`src/rtl/rle_pkg.sv`:
```
// Shared types and constants for the RLE decoder: FSM states, pair field
// offsets and the word geometry used by the byte packer.
package rle_pkg;

    typedef enum logic [2:0] {
        S_IDLE,
        S_READ,
        S_LATCH,
        S_EXPAND,
        S_WRITE,
        S_FLUSH,
        S_DONE
    } state_t;

    localparam int COUNT_LSB  = 0;
    localparam int VALUE_LSB  = 8;
    localparam int PAIR_W     = 16;
    localparam int WORD_BYTES = 4;
    localparam int WORD_W     = 32;

    // Compressed bytes consumed by one word read: a short tail is only 2 bytes.
    function automatic logic [31:0] take_bytes(input logic [31:0] remaining);
        return (remaining >= 32'(WORD_BYTES)) ? 32'(WORD_BYTES) : remaining;
    endfunction

endpackage

```
`src/rtl/rle_decode_if.sv`:
```
// Single-port SRAM port A as seen by the decoder (master) and memory (slave).
interface rle_decode_if
    import rle_pkg::*;
#(
    parameter int ADDR_W = 16
);
    logic              port_A_clk;
    logic [ADDR_W-1:0] port_A_addr;
    logic              port_A_we;
    logic [WORD_W-1:0] port_A_data_in;
    logic [WORD_W-1:0] port_A_data_out;

    modport master (
        output port_A_clk,
        output port_A_addr,
        output port_A_we,
        output port_A_data_in,
        input  port_A_data_out
    );

    modport slave (
        input  port_A_clk,
        input  port_A_addr,
        input  port_A_we,
        input  port_A_data_in,
        output port_A_data_out
    );
endinterface

```
`src/rtl/rle_byte_packer.sv`:
```
// Four-lane byte packer: bytes fill lanes from bits [7:0] upward; the word
// output always shows unfilled lanes as zero so a partial word can be flushed.
module rle_byte_packer
    import rle_pkg::*;
(
    input  logic              clk,
    input  logic              nreset,
    input  logic              clear,
    input  logic              push,
    input  logic [7:0]        byte_in,
    output logic [2:0]        lane_cnt,
    output logic              full,
    output logic [WORD_W-1:0] word
);
    logic [WORD_BYTES-1:0][7:0] lanes;

    assign full = (lane_cnt == 3'(WORD_BYTES));
    assign word = lanes;

    // NOTE: the lanes are reset too, not just the count: they drive SRAM write
    // data directly, which has to read zero out of reset.
    always_ff @(posedge clk or negedge nreset) begin
        if (!nreset) begin
            lanes    <= '0;
            lane_cnt <= '0;
        end else if (clear) begin
            lanes    <= '0;
            lane_cnt <= '0;
        end else if (push && !full) begin
            lanes[lane_cnt[1:0]] <= byte_in;
            lane_cnt             <= lane_cnt + 3'd1;
        end
    end

endmodule

```
`src/rtl/rle_decode.sv`:
```
// RLE frame decoder over one SRAM port. Define RLE_DEC_LIMIT_EN to add the
// msg_max output-length bound and the overflow flag.
module rle_decode
    import rle_pkg::*;
#(
    parameter int ADDR_W = 16
) (
    input  logic        clk,
    input  logic        nreset,
    input  logic        start,
    input  logic [31:0] rle_addr,
    input  logic [31:0] rle_size,
    input  logic [31:0] msg_addr,
    output logic [31:0] msg_size,
    output logic        done,
`ifdef RLE_DEC_LIMIT_EN
    input  logic [31:0] msg_max,
    output logic        overflow,
`endif
    rle_decode_if.master mem
);
    state_t            state;
    logic [31:0]       rd_ptr;
    logic [31:0]       wr_ptr;
    logic [31:0]       remaining;
    logic [7:0]        run_cnt;
    logic [7:0]        run_val;
    logic [PAIR_W-1:0] hi_pair;
    logic              hi_pending;
    logic              we_q;

    logic              pk_clear;
    logic              pk_push;
    logic              pk_full;
    logic [2:0]        pk_cnt;
    logic [WORD_W-1:0] pk_word;
    logic              limit_hit;

`ifdef RLE_DEC_LIMIT_EN
    logic work_left;
    assign limit_hit = ((msg_size + {29'd0, pk_cnt}) == msg_max);
    assign work_left = (run_cnt != 8'd0) || hi_pending || (remaining != 32'd0);
`else
    assign limit_hit = 1'b0;
`endif

    assign pk_push  = (state == S_EXPAND) && !limit_hit && (run_cnt != 8'd0) && !pk_full;
    assign pk_clear = (state == S_WRITE) || (state == S_FLUSH) || ((state == S_IDLE) && start);

    rle_byte_packer u_packer (
        .clk      (clk),
        .nreset   (nreset),
        .clear    (pk_clear),
        .push     (pk_push),
        .byte_in  (run_val),
        .lane_cnt (pk_cnt),
        .full     (pk_full),
        .word     (pk_word)
    );

    assign mem.port_A_clk     = clk;
    assign mem.port_A_we      = we_q;
    assign mem.port_A_addr    = we_q ? wr_ptr[ADDR_W-1:0] : rd_ptr[ADDR_W-1:0];
    assign mem.port_A_data_in = pk_word;

    // NOTE: all state here is updated with non-blocking assignments, so every
    // branch below reads the values from before this clock edge.
    always_ff @(posedge clk or negedge nreset) begin
        if (!nreset) begin
            state      <= S_IDLE;
            rd_ptr     <= '0;
            wr_ptr     <= '0;
            remaining  <= '0;
            msg_size   <= '0;
            run_cnt    <= '0;
            run_val    <= '0;
            hi_pair    <= '0;
            hi_pending <= 1'b0;
            we_q       <= 1'b0;
            done       <= 1'b1;
`ifdef RLE_DEC_LIMIT_EN
            overflow   <= 1'b0;
`endif
        end else begin
            we_q <= 1'b0;
            done <= 1'b0;
            case (state)
                S_IDLE: begin
                    if (start) begin
                        rd_ptr     <= rle_addr;
                        wr_ptr     <= msg_addr;
                        remaining  <= rle_size;
                        msg_size   <= '0;
                        run_cnt    <= '0;
                        hi_pending <= 1'b0;
`ifdef RLE_DEC_LIMIT_EN
                        overflow   <= 1'b0;
`endif
                        state      <= (rle_size == 32'd0) ? S_DONE : S_READ;
                    end else begin
                        done <= 1'b1;
                    end
                end
                S_READ: state <= S_LATCH;
                S_LATCH: begin
                    run_cnt    <= mem.port_A_data_out[COUNT_LSB +: 8];
                    run_val    <= mem.port_A_data_out[VALUE_LSB +: 8];
                    hi_pair    <= mem.port_A_data_out[WORD_W-1 -: PAIR_W];
                    hi_pending <= (remaining >= 32'(WORD_BYTES));
                    rd_ptr     <= rd_ptr + 32'(WORD_BYTES);
                    remaining  <= remaining - take_bytes(remaining);
                    state      <= S_EXPAND;
                end
                S_EXPAND: begin
`ifdef RLE_DEC_LIMIT_EN
                    if (limit_hit) begin
                        overflow <= work_left;
                        if (pk_cnt != 3'd0) begin
                            state <= S_FLUSH;
                            we_q  <= 1'b1;
                        end else begin
                            state <= S_DONE;
                        end
                    end else
`endif
                    if (run_cnt == 8'd0) begin
                        // Current pair exhausted (or had count 0): advance.
                        if (hi_pending) begin
                            run_cnt    <= hi_pair[COUNT_LSB +: 8];
                            run_val    <= hi_pair[VALUE_LSB +: 8];
                            hi_pending <= 1'b0;
                        end else if (remaining != 32'd0) begin
                            state <= S_READ;
                        end else if (pk_cnt != 3'd0) begin
                            state <= S_FLUSH;
                            we_q  <= 1'b1;
                        end else begin
                            state <= S_DONE;
                        end
                    end else begin
                        run_cnt <= run_cnt - 8'd1;
                        if (pk_cnt == 3'(WORD_BYTES - 1)) begin
                            state <= S_WRITE;
                            we_q  <= 1'b1;
                        end
                    end
                end
                S_WRITE: begin
                    wr_ptr   <= wr_ptr + 32'(WORD_BYTES);
                    msg_size <= msg_size + 32'(WORD_BYTES);
                    state    <= S_EXPAND;
                end
                S_FLUSH: begin
                    wr_ptr   <= wr_ptr + 32'(WORD_BYTES);
                    msg_size <= msg_size + {29'd0, pk_cnt};
                    state    <= S_DONE;
                end
                S_DONE:  state <= S_IDLE;
                default: state <= S_IDLE;
            endcase
        end
    end

endmodule
```
`src/flat_wrapper.sv`:
```
// flat-port wrapper written by rule: the top's interface ports become plain ports
module rle_decode_flat import rle_pkg::*;
#(
    parameter int ADDR_W = 16
)
  (clk, nreset, start, rle_addr, rle_size, msg_addr, msg_size, done, mem_port_A_clk, mem_port_A_addr, mem_port_A_we, mem_port_A_data_in, mem_port_A_data_out);
  rle_decode_if #(.ADDR_W(ADDR_W)) mem_i ();
  input  logic clk;
  input  logic nreset;
  input  logic start;
  input  logic [31:0] rle_addr;
  input  logic [31:0] rle_size;
  input  logic [31:0] msg_addr;
  output logic [31:0] msg_size;
  output logic done;
  output wire logic [$bits(mem_i.port_A_clk)-1:0] mem_port_A_clk;
  output wire logic [$bits(mem_i.port_A_addr)-1:0] mem_port_A_addr;
  output wire logic [$bits(mem_i.port_A_we)-1:0] mem_port_A_we;
  output wire logic [$bits(mem_i.port_A_data_in)-1:0] mem_port_A_data_in;
  input wire logic [$bits(mem_i.port_A_data_out)-1:0] mem_port_A_data_out;
  assign mem_port_A_clk = mem_i.port_A_clk;
  assign mem_port_A_addr = mem_i.port_A_addr;
  assign mem_port_A_we = mem_i.port_A_we;
  assign mem_port_A_data_in = mem_i.port_A_data_in;
  assign mem_i.port_A_data_out = mem_port_A_data_out;
  rle_decode #(.ADDR_W(ADDR_W)) u_core (.clk(clk), .nreset(nreset), .start(start), .rle_addr(rle_addr), .rle_size(rle_size), .msg_addr(msg_addr), .msg_size(msg_size), .done(done), .mem(mem_i));
endmodule
```
`config.mk`:
```
export PLATFORM = sky130hd
export DESIGN_NAME = rle_decode_flat
export DESIGN_NICKNAME = d
export VERILOG_FILES = /design/src/rtl/rle_pkg.sv /design/src/rtl/rle_decode_if.sv /design/src/rtl/rle_byte_packer.sv /design/src/rtl/rle_decode.sv /design/src/flat_wrapper.sv
export SDC_FILE = /design/constraint.sdc
export NUM_CORES = 1
export LEC_CHECK = 0
export ABC_AREA = 1
export ABC_CLOCK_PERIOD_IN_PS = 2100
export BUFFER_PORTS_ARGS = -buffer_cell sky130_fd_sc_hd__buf_4
export CORE_ASPECT_RATIO = 2
export CORE_MARGIN = 5
export CORE_UTILIZATION = 51
export DETAILED_ROUTE_END_ITERATION = 6
export GPL_TIMING_DRIVEN = 0
export PLACE_DENSITY = 0.78
export SYNTH_ARGS = -nofsm -noshare
export SYNTH_HDL_FRONTEND = slang
export SYNTH_HIERARCHICAL = 1
export SYNTH_SLANG_ARGS = --single-unit
```
`constraint.sdc`:
```
create_clock -name clk -period 2.1 [get_ports clk]
set_clock_uncertainty 0.1 [all_clocks]
set_input_delay 0.42 -clock clk [delete_from_list [all_inputs] [get_ports clk]]
set_output_delay 0.42 -clock clk [all_outputs]
set_load 0.02 [all_outputs]
```
==> summary.md, run 1 <==
| Metric | Value |
|---|---|
| Max capacitance violation total | `0` |
| Core area | `approximately 0.020 mm²` |
| GRT Overall Usage | `0.333` |
| Max Fclk | `0.459 GHz` |
| Violated checks | `setup timing` |
| Worst Tran Pin Value | `0.655 ns` |
| CP Class | `reg2out` |
| Pint | `0.00880 W` |
| GPL Wtd Cong | `1.02` |
| Synthesis-to-layout area growth | `41.6%` |
| Synth cell types | `59` |
| Fraction of registers with async set/reset | `1.00` |
| Top-count cell post-synth | `nand2_1` |
| Worst path arrival time | `1.66 ns` |
| Sequential power share | `0.269` |
| P_leak | `6.92 nW` |
| Final worst slack | `-0.0804 ns` |
| Vias in the first global route | `11700` |
| Yosys reg bits | `approximately 170` |
| Cell taking the most area after synthesis | `dfrtp_1` |
| Die area | `0.0238 mm²` |
| Pins over their slew limit | `0` |
| Dpl cells | `1906` |
| Clock transition at path regs | `0.07 ns` |
| Synth top area share | `0.400` |
| Via count | `11900` |
| Top Ports | `214` |
| Switch Pwr | `0.00661 W` |
| Fill cells | `1588` |
| Num rows | `74` |
| Relative slew slack | `0.560` |
| Dpl hpwl | `29.5 mm` |
| Largest net degree at the start of global routing | `roughly 120` |
| Crit end category | `primary output` |
| DR pass1 iterations | `7` |
| Power density cells | `1030 mW/mm²` |
| Switching share of power | `0.429` |
| Antenna Nets Post-Route | `0` |
| CP delay by family, top | `flip-flops` |
| Max incr delay on CP | `0.57 ns` |
| Endpoints failing hold | `0` |
| Drt initial violations | `799` |
| Cells along the critical path | `clkbuf_16 -> a21oi_2 -> buf_4` |
| Post-Syn Nets | `~1600` |
| Launching element type of the critical path | `flip-flop` |
| Die height | `213 µm` |
| Clock power share | `0.230` |
| Die Width | `112 µm` |
| First-pass GRT wire length | `61.2 mm` |
| Gr ovfl total | `0` |
| Clk Latency, worst-skew pair | `0.56 ns` |
| Ys flop type | `dfrtp_1` |
| Critical Path RT | `1.58 ns` |
| Setup violations, final | `30` |
| Largest cells by area after synthesis | `dfrtp_1 (40%), nand2_1 (15%), inv_1 (5.2%)` |
| Slowest library cell on the worst path | `dfrtp_4` |
| Layout cells sized above 1 | `0.315` |
| Mapped Cells | `1458` |
| Area after DPL | `0.0122 mm²` |
| RSZ-0062 raised after global routing | `yes` |
| Min Tclk post-route | `2.18 ns` |
| Avg Vias per Cell | `just under 6` |
| Residual DRC | `0` |
| Yosys warns | `6` |
| Max VDD drop | `0.853 mV` |
| Starting Density | `0.517` |
| CTS tree | `done` |
| Combinational power share | `0.501` |
| Number of enable flip-flop cells after synthesis | `0` |
| Mapped cell area | `0.0105 mm²` |
| Nets | `slightly below 2000` |
| Worst hold path type | `in2reg` |
| Antenna violations before repair | `1` |
| Worst Path Buf+Inv | `2` |
| Post-route cell area | `0.0149 mm²` |
| Setup WS pre-CTS | `-0.422 ns` |
| WL final | `roughly 42 mm` |
| Sequential share of the synthesized area | `0.402` |
| Tcrit/Tclk final | `1.04` |
| Most frequent cells after synthesis | `nand2_1 (427), dfrtp_1 (168), inv_1 (147)` |
| Worst hold slack | `0.00794 ns` |
| Run status | `complete, but fails checks` |
| Final Instance Count excl. Fillers | `2059` |
| IO Port Bufs | `around 180` |
| Critical Path Fanout Max | `7` |
| Routed WL per cell | `between 20 and 25 µm` |
| Syn_area_per_cell | `7.22 µm²` |
## placed cells by master, fill, tap and decap left out, types with 6 or more instances in the layout
cell,n
buf_4,259
inv_1,136
o21ai_2,13
dfrtp_1,141
buf_2,14
inv_2,16
nand3_1,88
a21oi_4,6
buf_8,7
nand2_2,21
nand3_2,9
clkbuf_1,7
nand3_4,8
a31oi_1,14
xor2_1,15
clkbuf_2,8
nor2_1,111
ha_1,6
nor2_2,26
o21ai_4,6
nand2_4,14
buf_6,26
o22ai_1,6
o211ai_1,15
nand4_1,58
nor4_1,15
nand3b_1,8
nand2_1,404
o21ai_0,64
dlygate4sd3_1,25
clkbuf_16,23
nor2_4,24
o21ai_1,22
a21oi_1,37
nor3_1,24
dfrtp_2,26
o221ai_1,6
## per-layer routing
layer / part of all wire / GRT usage / vias to the layer above / routed length [µm]
met5: 0 / 0 / - / 0
met4: 0.099 / 0.275 / 0 / 4120
met3: 0.056 / 0.0539 / 246 / 2330
met2: 0.54 / 0.631 / 616 / 22500
met1: 0.31 / 0.306 / 5591 / 12800
li1: - / - / 5492 / -
## cell type report
class	instances	area, µm²	share of cell area
repair buffers	298	2470	0.166
inverters	158	609	0.0409
well taps	266	333	0.0223
diodes	1	2.50	0.000168
clock inverters	9	118	0.00789
multi-input cells	1080	6160	0.413
clock buffers	25	543	0.0364
plain buffers	53	400	0.0269
flip-flops and latches	169	4270	0.286
## metrics by stage
step	total power (W)	setup TNS (ns)	utilization
CTS	0.0144	-0.107	0.682
floorplan	0.00839	0	-
finish	0.0154	-0.907	0.732
detailed placement	0.0103	-23.11	0.601
global route	0.0162	-4.06	0.732
global placement	0.0102	-108.38	0.600
## kinds of logic (layout without fill, tap and decap cells)
family	count (synthesis)	count (layout)	synth area share
and+or+nand+nor	825	827	0.351
AOI/OAI and AO/OA	216	216	0.126
buffers and inverters	211	543	0.0847
DFF	169	169	0.402
xor gates and xnor gates	20	20	0.0166
adders and majority gates	13	13	0.0162
muxes	3	3	0.00309
other	1	2	0.000356
## power by group through the flow
stage | combinational (W) | sequential [W] | clock [W]
6_report | 0.00771 | 0.00415 | 0.00354
5_1_grt | 0.00833 | 0.00418 | 0.00370
4_1_cts | 0.00674 | 0.00408 | 0.00359
3_5_place_dp | 0.00607 | 0.00418 | 0.0000824
3_3_place_gp | 0.00590 | 0.00417 | 0.0000824
2_1_floorplan | 0.00426 | 0.00407 | 0.0000556
## repair_timing
action	in CTS	in global routing
hold endpoints to repair	76	0
gates resized for setup	124	177
hold buffers	25	0
pin swaps	32	58
gates cloned	0	5
setup buffers	49	40
setup endpoints to repair	137	149
## flip-flops by register name, summed over array words and instances (netlist names), 3 cells and up
| signal | cells |
|---|---|
| u_core/rd_ptr | 16 |
| u_core/run_val | 8 |
| u_core/remaining | 32 |
| u_core/u_packer/word | 32 |
| u_core/hi_pair | 16 |
| u_core/wr_ptr | 16 |
| u_core/msg_size | 32 |
| u_core/run_cnt | 8 |
| u_core/state | 3 |
| u_core/u_packer/lane_cnt | 3 |
## worst reg2reg max path: stages, from the launching register on
cell and delay [ns]:
dfrtp_2 0.47, ha_4 0.30, nand3_2 0.07, nand3_2 0.10, nand2_4 0.08, o22ai_4 0.16
nand3_4 0.14, nor3_4 0.23, nand3_2 0.15, nor2_2 0.13, nor2_1 0.06, nor2_1 0.11
## final timing paths
path | slack [ns] | depth (start not counted) | endpoint | startpoint
worst max-delay path | -0.08 | 3 | mem_port_A_addr[11] | u_core/mem.port_A_we
worst min-delay path | 0.008 | 3 | u_core/hi_pair[12] | mem_port_A_data_out[28]
worst max register to register | -0.05 | 11 | u_core/msg_size[27] | u_core/msg_size[1]
worst min register to register | 0.37 | 2 | u_core/hi_pair[15] | u_core/hi_pair[15]
max in group asynchronous | 0.66 | 3 | u_core/u_packer/lane_cnt[2] | nreset
min in group asynchronous | 0.27 | 2 | u_core/rd_ptr[8] | nreset
Power figures use the tool's default switching activity.
==> inputs of run 2 (changes only) <==
--- a/config.mk
+++ b/config.mk
@@ -8,7 +8,7 @@
 export ABC_AREA = 1
 export ABC_CLOCK_PERIOD_IN_PS = 2100
 export BUFFER_PORTS_ARGS = -buffer_cell sky130_fd_sc_hd__buf_4
-export CORE_ASPECT_RATIO = 2
+export CORE_ASPECT_RATIO = 1.5
 export CORE_MARGIN = 5
 export CORE_UTILIZATION = 51
 export DETAILED_ROUTE_END_ITERATION = 6
==> run 2 against run 1 <==
Effect of this change: the run ends with DRC, setup timing left; maximum frequency increased by 0.23%; routed wire length decreased by 9.2%; final cell count is 0.97% lower; critical endpoint is now mem_port_A_addr[3]; highest routed layer unchanged.
==> summary.md, run 2 (synthesis results as in run 1) <==
| Metric | Value |
|---|---|
| WL final | `37.9 mm (was 41.8 mm)` |
| Ant diodes | `0 (was 1)` |
| Die Width | `127 µm (was 112 µm)` |
| Fill cells | `1672 (was 1588)` |
| Dpl hpwl | `26.5 mm (was 29.5 mm)` |
| Worst hold slack | `0.00816 ns (was 0.00794 ns)` |
| Critical Path RT | `1.58 ns (about the same)` |
| Most frequent cells in the layout | `nand2_1 (409), buf_4 (251), dfrtp_1 (142), inv_1 (136), nor2_1 (114) (was nand2_1 (404), buf_4 (259), dfrtp_1 (141), inv_1 (136), nor2_1 (111))` |
| GRT Overall Usage | `0.308 (was 0.333)` |
| IO Port Bufs | `181 (unchanged)` |
| Worst Path Buf+Inv | `2 (unchanged)` |
| Layout cells sized above 1 | `0.302 (was 0.315)` |
| Setup WS pre-CTS | `-0.441 ns (was -0.422 ns)` |
| Launching element type of the critical path | `flip-flop (unchanged)` |
| Via count | `11800 (was 11900)` |
| Max Fclk | `0.460 GHz (was 0.459 GHz)` |
| Multi-input gate area | `0.00606 mm² (was 0.00616 mm²)` |
| Crit end category | `primary output (unchanged)` |
| Cells along the critical path | `buf_4 -> nor2_2 -> a21oi_4 -> buf_6 (was clkbuf_16 -> a21oi_2 -> buf_4)` |
| Max incr delay on CP | `0.52 ns (was 0.57 ns)` |
| Max capacitance violation total | `0 (unchanged)` |
| Die area | `0.0237 mm² (was 0.0238 mm²)` |
| Worst hold path type | `in2reg (unchanged)` |
| GPL Wtd Cong | `0.989 (was 1.02)` |
| Residual DRC | `4 (was 0)` |
| Run status | `complete, but fails checks (unchanged)` |
| Starting Density | `0.517 (about the same)` |
| Largest net degree at the start of global routing | `89 (was 118)` |
| Die height | `186 µm (was 213 µm)` |
| Commonest non-fill, non-tap cell in the layout | `nand2_1 (unchanged)` |
| Slowest library cell on the worst path | `dfrtp_2 (was dfrtp_4)` |
| Routed WL per cell | `18.6 µm (was 20.3 µm)` |
| Clk Latency, worst-skew pair | `0.55 ns (was 0.56 ns)` |
| Tot Pwr | `0.0151 W (was 0.0154 W)` |
| Max VDD drop | `0.792 mV (was 0.853 mV)` |
| Worst Tran Pin Value | `0.673 ns (was 0.655 ns)` |
| Clock transition at path regs | `0.06 ns (was 0.07 ns)` |
| CTS tree | `done (unchanged)` |
| Area after DPL | `0.0122 mm² (about the same)` |
| Post-route cell area | `0.0146 mm² (was 0.0149 mm²)` |
| Antenna Nets Post-Route | `0 (unchanged)` |
| Tcrit/Tclk final | `1.04 (about the same)` |
| RSZ-0062 raised after global routing | `yes (unchanged)` |
| First-pass GRT wire length | `57.3 mm (was 61.2 mm)` |
| Endpoints failing hold | `0 (unchanged)` |
| Violated checks | `DRC, setup timing (was setup timing)` |
| Worst path arrival time | `1.66 ns (about the same)` |
| Relative slew slack | `0.551 (was 0.560)` |
| CP delay by family, top | `flip-flops (unchanged)` |
| Drt initial violations | `1185 (was 799)` |
| Critical Path Fanout Max | `6 (was 7)` |
| Gr ovfl total | `0 (unchanged)` |
| Pins over their slew limit | `0 (unchanged)` |
| Storage cell area | `0.00426 mm² (was 0.00427 mm²)` |
| Num rows | `64 (was 74)` |
| Top Ports | `214 (unchanged)` |
| Antenna violations before repair | `0 (was 1)` |
| Avg Vias per Cell | `5.78 (was 5.80)` |
| Nets | `1907 (was 1925)` |
| CP Class | `reg2out (unchanged)` |
| Setup violations, final | `30 (unchanged)` |
| Core area | `0.0203 mm² (was 0.0204 mm²)` |
| Min Tclk post-route | `2.18 ns (about the same)` |
| P_leak | `6.80 nW (was 6.92 nW)` |
| Vias in the first global route | `11400 (was 11700)` |
| DR pass1 iterations | `7 (unchanged)` |
| Synthesis-to-layout area growth | `38.9% (was 41.6%)` |
| Power density cells | `1030 mW/mm² (about the same)` |
| Final worst slack | `-0.0755 ns (was -0.0804 ns)` |
[run 2: cell count changes in the layout (fill, tap and decap cells not counted), sizes merged, moves of 2 or more]
cell | before | now
buf | 309 | 295
clkbuf | 42 | 45
dlygate4sd3 | 25 | 21
inv | 159 | 157
[run 2: repair_timing]
action / 4_1_cts / 5_1_grt
endpoints found under the setup margin: 132 / 147
hold buffers: 21 / 0
endpoints found under the hold margin: 106 / 0
gates resized for setup: 102 / 164
cloned: 0 / 4
pin swaps: 23 / 58
buffers inserted: 44 / 34
[run 2: metrics by stage]
stage	setup TNS, ns	cells	util
finish	-0.637	2039	0.718
global route	-4.27	2039	0.718
CTS	-0.0750	2003	0.677
detailed placement	-21.47	1904	0.602
global placement	-106.36	1903	0.600
floorplan	0	1458	-
[run 2: layout make-up]
type / instances / area share
plain buffers: 53 / 0.0271
clock buffers: 28 / 0.0393
clock inverters: 7 / 0.00788
inverters: 158 / 0.0414
multi-input cells: 1080 / 0.415
flip-flops and latches: 169 / 0.292
well taps: 264 / 0.0226
repair buffers: 280 / 0.155
[run 2: where the power goes]
group / internal [W] / switching (W) / leakage [nW]
clock: 0.00228 / 0.00139 / 0.339
combinational: 0.00276 / 0.00451 / 4.68
sequential: 0.00378 / 0.000341 / 1.78
total: 0.00882 / 0.00625 / 6.80
[run 2: per-layer routing]
metal | vias up | GRT usage | share of wire
met3 | 171 | 0.0563 | 0.070
met2 | 611 | 0.557 | 0.52
li1 | 5440 | - | -
met1 | 5559 | 0.330 | 0.35
met5 | - | 0 | 0
met4 | 0 | 0.189 | 0.057
[run 2: path summary, 6_finish.rpt]
check                                            start                        to  slack [ns]  cells past startpoint
setup reg to reg           u_core/u_packer/lane_cnt[0]  u_core/u_packer/word[16]       -0.06                     11
min in group asynchronous                       nreset         u_core/hi_pair[6]        0.38                      2
max in group asynchronous                       nreset      u_core/remaining[23]        0.63                      3
hold / removal                            rle_addr[14]         u_core/rd_ptr[14]       0.008                      3
hold reg to reg                     u_core/hi_pair[10]        u_core/hi_pair[10]        0.37                      2
setup / recovery                  u_core/mem.port_A_we        mem_port_A_addr[3]       -0.08                      4
[run 2: worst reg2reg max path, stage by stage (launching register included)]
cell	delay, ns
dfrtp_2	0.41
inv_1	0.09
ha_1	0.22
buf_6	0.16
nand2_8	0.09
buf_8	0.13
inv_1	0.06
nor2_4	0.27
buf_8	0.19
buf_4	0.15
nand4_1	0.13
nand2_1	0.10
==> inputs of run 3 (changes only) <==
--- a/config.mk
+++ b/config.mk
@@ -6,14 +6,14 @@
 export NUM_CORES = 1
 export LEC_CHECK = 0
 export ABC_AREA = 1
-export ABC_CLOCK_PERIOD_IN_PS = 2100
+export ABC_CLOCK_PERIOD_IN_PS = 2600
 export BUFFER_PORTS_ARGS = -buffer_cell sky130_fd_sc_hd__buf_4
 export CORE_ASPECT_RATIO = 1.5
 export CORE_MARGIN = 5
-export CORE_UTILIZATION = 51
+export CORE_UTILIZATION = 55
 export DETAILED_ROUTE_END_ITERATION = 6
 export GPL_TIMING_DRIVEN = 0
-export PLACE_DENSITY = 0.78
+export PLACE_DENSITY = 0.8
 export SYNTH_ARGS = -nofsm -noshare
 export SYNTH_HDL_FRONTEND = slang
 export SYNTH_HIERARCHICAL = 1
==> constraint.sdc (replaced) <==
create_clock -name clk -period 2.6 [get_ports clk]
set_clock_uncertainty 0.1 [all_clocks]
set_input_delay 0.52 -clock clk [delete_from_list [all_inputs] [get_ports clk]]
set_output_delay 0.52 -clock clk [all_outputs]
set_load 0.02 [all_outputs]
==> run 3 against run 2 <==
Effect of this change: the run now ends clean; routed wire length down 9.2%; clock-buffer cell count down 4; global-route usage up 0.93 points; flip-flop and latch count unchanged; final cell count down 5.3%; first-iteration DRC count down 18%; worst setup slack better by 0.15 ns; design area down 12%; sequential share of layout area up 3.5 points; sequential power down 19%; via count down 6.1%; hold slack better by 0.053 ns; critical path type unchanged; largest power group unchanged.
==> summary.md, run 3 (synthesis results as in run 1) <==
| Metric | Value |
|---|---|
| Setup violations, final | `0 (was 30)` |
| Antenna violations before repair | `1 (was 0)` |
| Die area | `0.0221 mm² (was 0.0237 mm²)` |
| Worst path arrival time | `1.91 ns (was 1.66 ns)` |
| Tcrit/Tclk final | `0.972` |
| Critical Path RT | `1.98 ns (was 1.58 ns)` |
| Post-CTS setup buffer count | `0 (was 44)` |
| Die Width | `123 µm (was 127 µm)` |
| Dpl hpwl | `26.3 mm (was 26.5 mm)` |
| Launching element type of the critical path | `flip-flop (unchanged)` |
| Nets | `1807 (was 1907)` |
| Crit end category | `primary output (unchanged)` |
| GRT Overall Usage | `0.317 (was 0.308)` |
| Clock transition at path regs | `0.06 ns (about the same)` |
| Most frequent cells in the layout | `nand2_1 (427), buf_4 (186), dfrtp_1 (167), inv_1 (147), nor2_1 (144) (was nand2_1 (409), buf_4 (251), dfrtp_1 (142), inv_1 (136), nor2_1 (114))` |
| Via count | `11100 (was 11800)` |
| Critical Path Fanout Max | `10 (was 6)` |
| Run status | `complete, no violations (was complete, but fails checks)` |
| Worst hold slack | `0.0616 ns (was 0.00816 ns)` |
| Core area | `0.0190 mm² (was 0.0203 mm²)` |
| CP Class | `reg2out (unchanged)` |
| Layout cells sized above 1 | `0.193 (was 0.302)` |
| GPL Wtd Cong | `1.02 (was 0.989)` |
| Vias in the first global route | `10700 (was 11400)` |
| Max VDD drop | `0.658 mV (was 0.792 mV)` |
| Pins over their slew limit | `0 (unchanged)` |
| Starting Density | `0.554 (was 0.517)` |
| Commonest non-fill, non-tap cell in the layout | `nand2_1 (unchanged)` |
| Avg Vias per Cell | `5.73 (was 5.78)` |
| WL final | `34.4 mm (was 37.9 mm)` |
| Ant diodes | `0 (unchanged)` |
| IO Port Bufs | `181 (unchanged)` |
| Min Tclk post-route | `roughly 2.5 ns` |
| Routed WL per cell | `17.8 µm (was 18.6 µm)` |
| Synthesis-to-layout area growth | `22.9% (was 38.9%)` |
| Endpoints failing hold | `0 (unchanged)` |
| First-pass GRT wire length | `54.3 mm (was 57.3 mm)` |
| Drt initial violations | `969 (was 1185)` |
| P_leak | `6.15 nW (was 6.80 nW)` |
| Residual DRC | `0 (was 4)` |
| Worst hold path type | `in2reg (unchanged)` |
| Clk Latency, worst-skew pair | `0.55 ns (about the same)` |
| Die height | `179 µm (was 186 µm)` |
| Gr ovfl total | `0 (unchanged)` |
| Tot Pwr | `0.0111 W (was 0.0151 W)` |
| CTS tree | `done (unchanged)` |
| Max capacitance violation total | `0 (unchanged)` |
| RSZ-0062 raised after global routing | `no (was yes)` |
| Relative slew slack | `0.464 (was 0.551)` |
| Largest net degree at the start of global routing | `94 (was 89)` |
| Worst Tran Pin Value | `0.805 ns (was 0.673 ns)` |
| Setup WS pre-CTS | `0.112 ns (was -0.441 ns)` |
| Num rows | `62 (was 64)` |
| Antenna Nets Post-Route | `0 (unchanged)` |
| Max Fclk | `0.396 GHz` |
| Power density cells | `861 mW/mm² (was 1030 mW/mm²)` |
| Top Ports | `214 (unchanged)` |
| DR pass1 iterations | `5 (was 7)` |
| Final worst slack | `0.0732 ns (was -0.0755 ns)` |
-- run 3: path summary, 6_finish.rpt --
check | slack [ns] | endpoint | start | cells after the start
max | 0.07 | mem_port_A_addr[7] | u_core/mem.port_A_we | 4
min | 0.06 | u_core/done | start | 2
max reg2reg | 0.15 | u_core/u_packer/word[27] | u_core/state[0] | 10
min reg2reg | 0.38 | u_core/hi_pair[9] | u_core/hi_pair[9] | 2
max in group asynchronous | 1.05 | u_core/msg_size[24] | nreset | 3
min in group asynchronous | 0.44 | u_core/u_packer/word[21] | nreset | 2
-- run 3: area by class of cell --
class	instances	area (µm²)
buffer	53	300
clock buffer	24	549
clock inverter	11	123
fill	1684	6080
inverter	158	596
multi-input combinational	1078	5410
sequential	169	4230
tap	256	320
timing repair buffer	182	1400
-- run 3: worst max-delay path: stages, from the launching register on --
cell	delay, ns
dfrtp_1	0.51
clkbuf_1	0.37
nand2_1	0.10
o21ai_0	0.16
buf_4	0.22
-- run 3: power breakdown --
part           switching [W]  internal [W]
clock                0.00113       0.00172
sequential          0.000288       0.00304
combinational        0.00323       0.00173
-- run 3: routing by layer --
metal	up-vias	wire length, µm	GRT usage
met5	-	0	0
met4	0	2090	0.201
met3	137	2130	0.0443
met2	480	17900	0.565
met1	5203	12300	0.352
li1	5237	-	-
-- run 3: timing repair --
item,CTS,global route
endpoints found under the hold margin,75,0
setup endpoints to repair,3,38
pin swaps,0,0
gates resized for setup,2,6
hold buffers,1,0
-- run 3: stage by stage --
step	util	area, µm²	setup TNS, ns	cells
after floorplan	-	10500	0	1458
after global placement	0.642	12200	-14.99	1895
after detailed placement	0.644	12200	0	1896
after CTS	0.679	12900	0	1931
after global routing	0.680	12900	0	1931
final	0.680	12900	0	1931
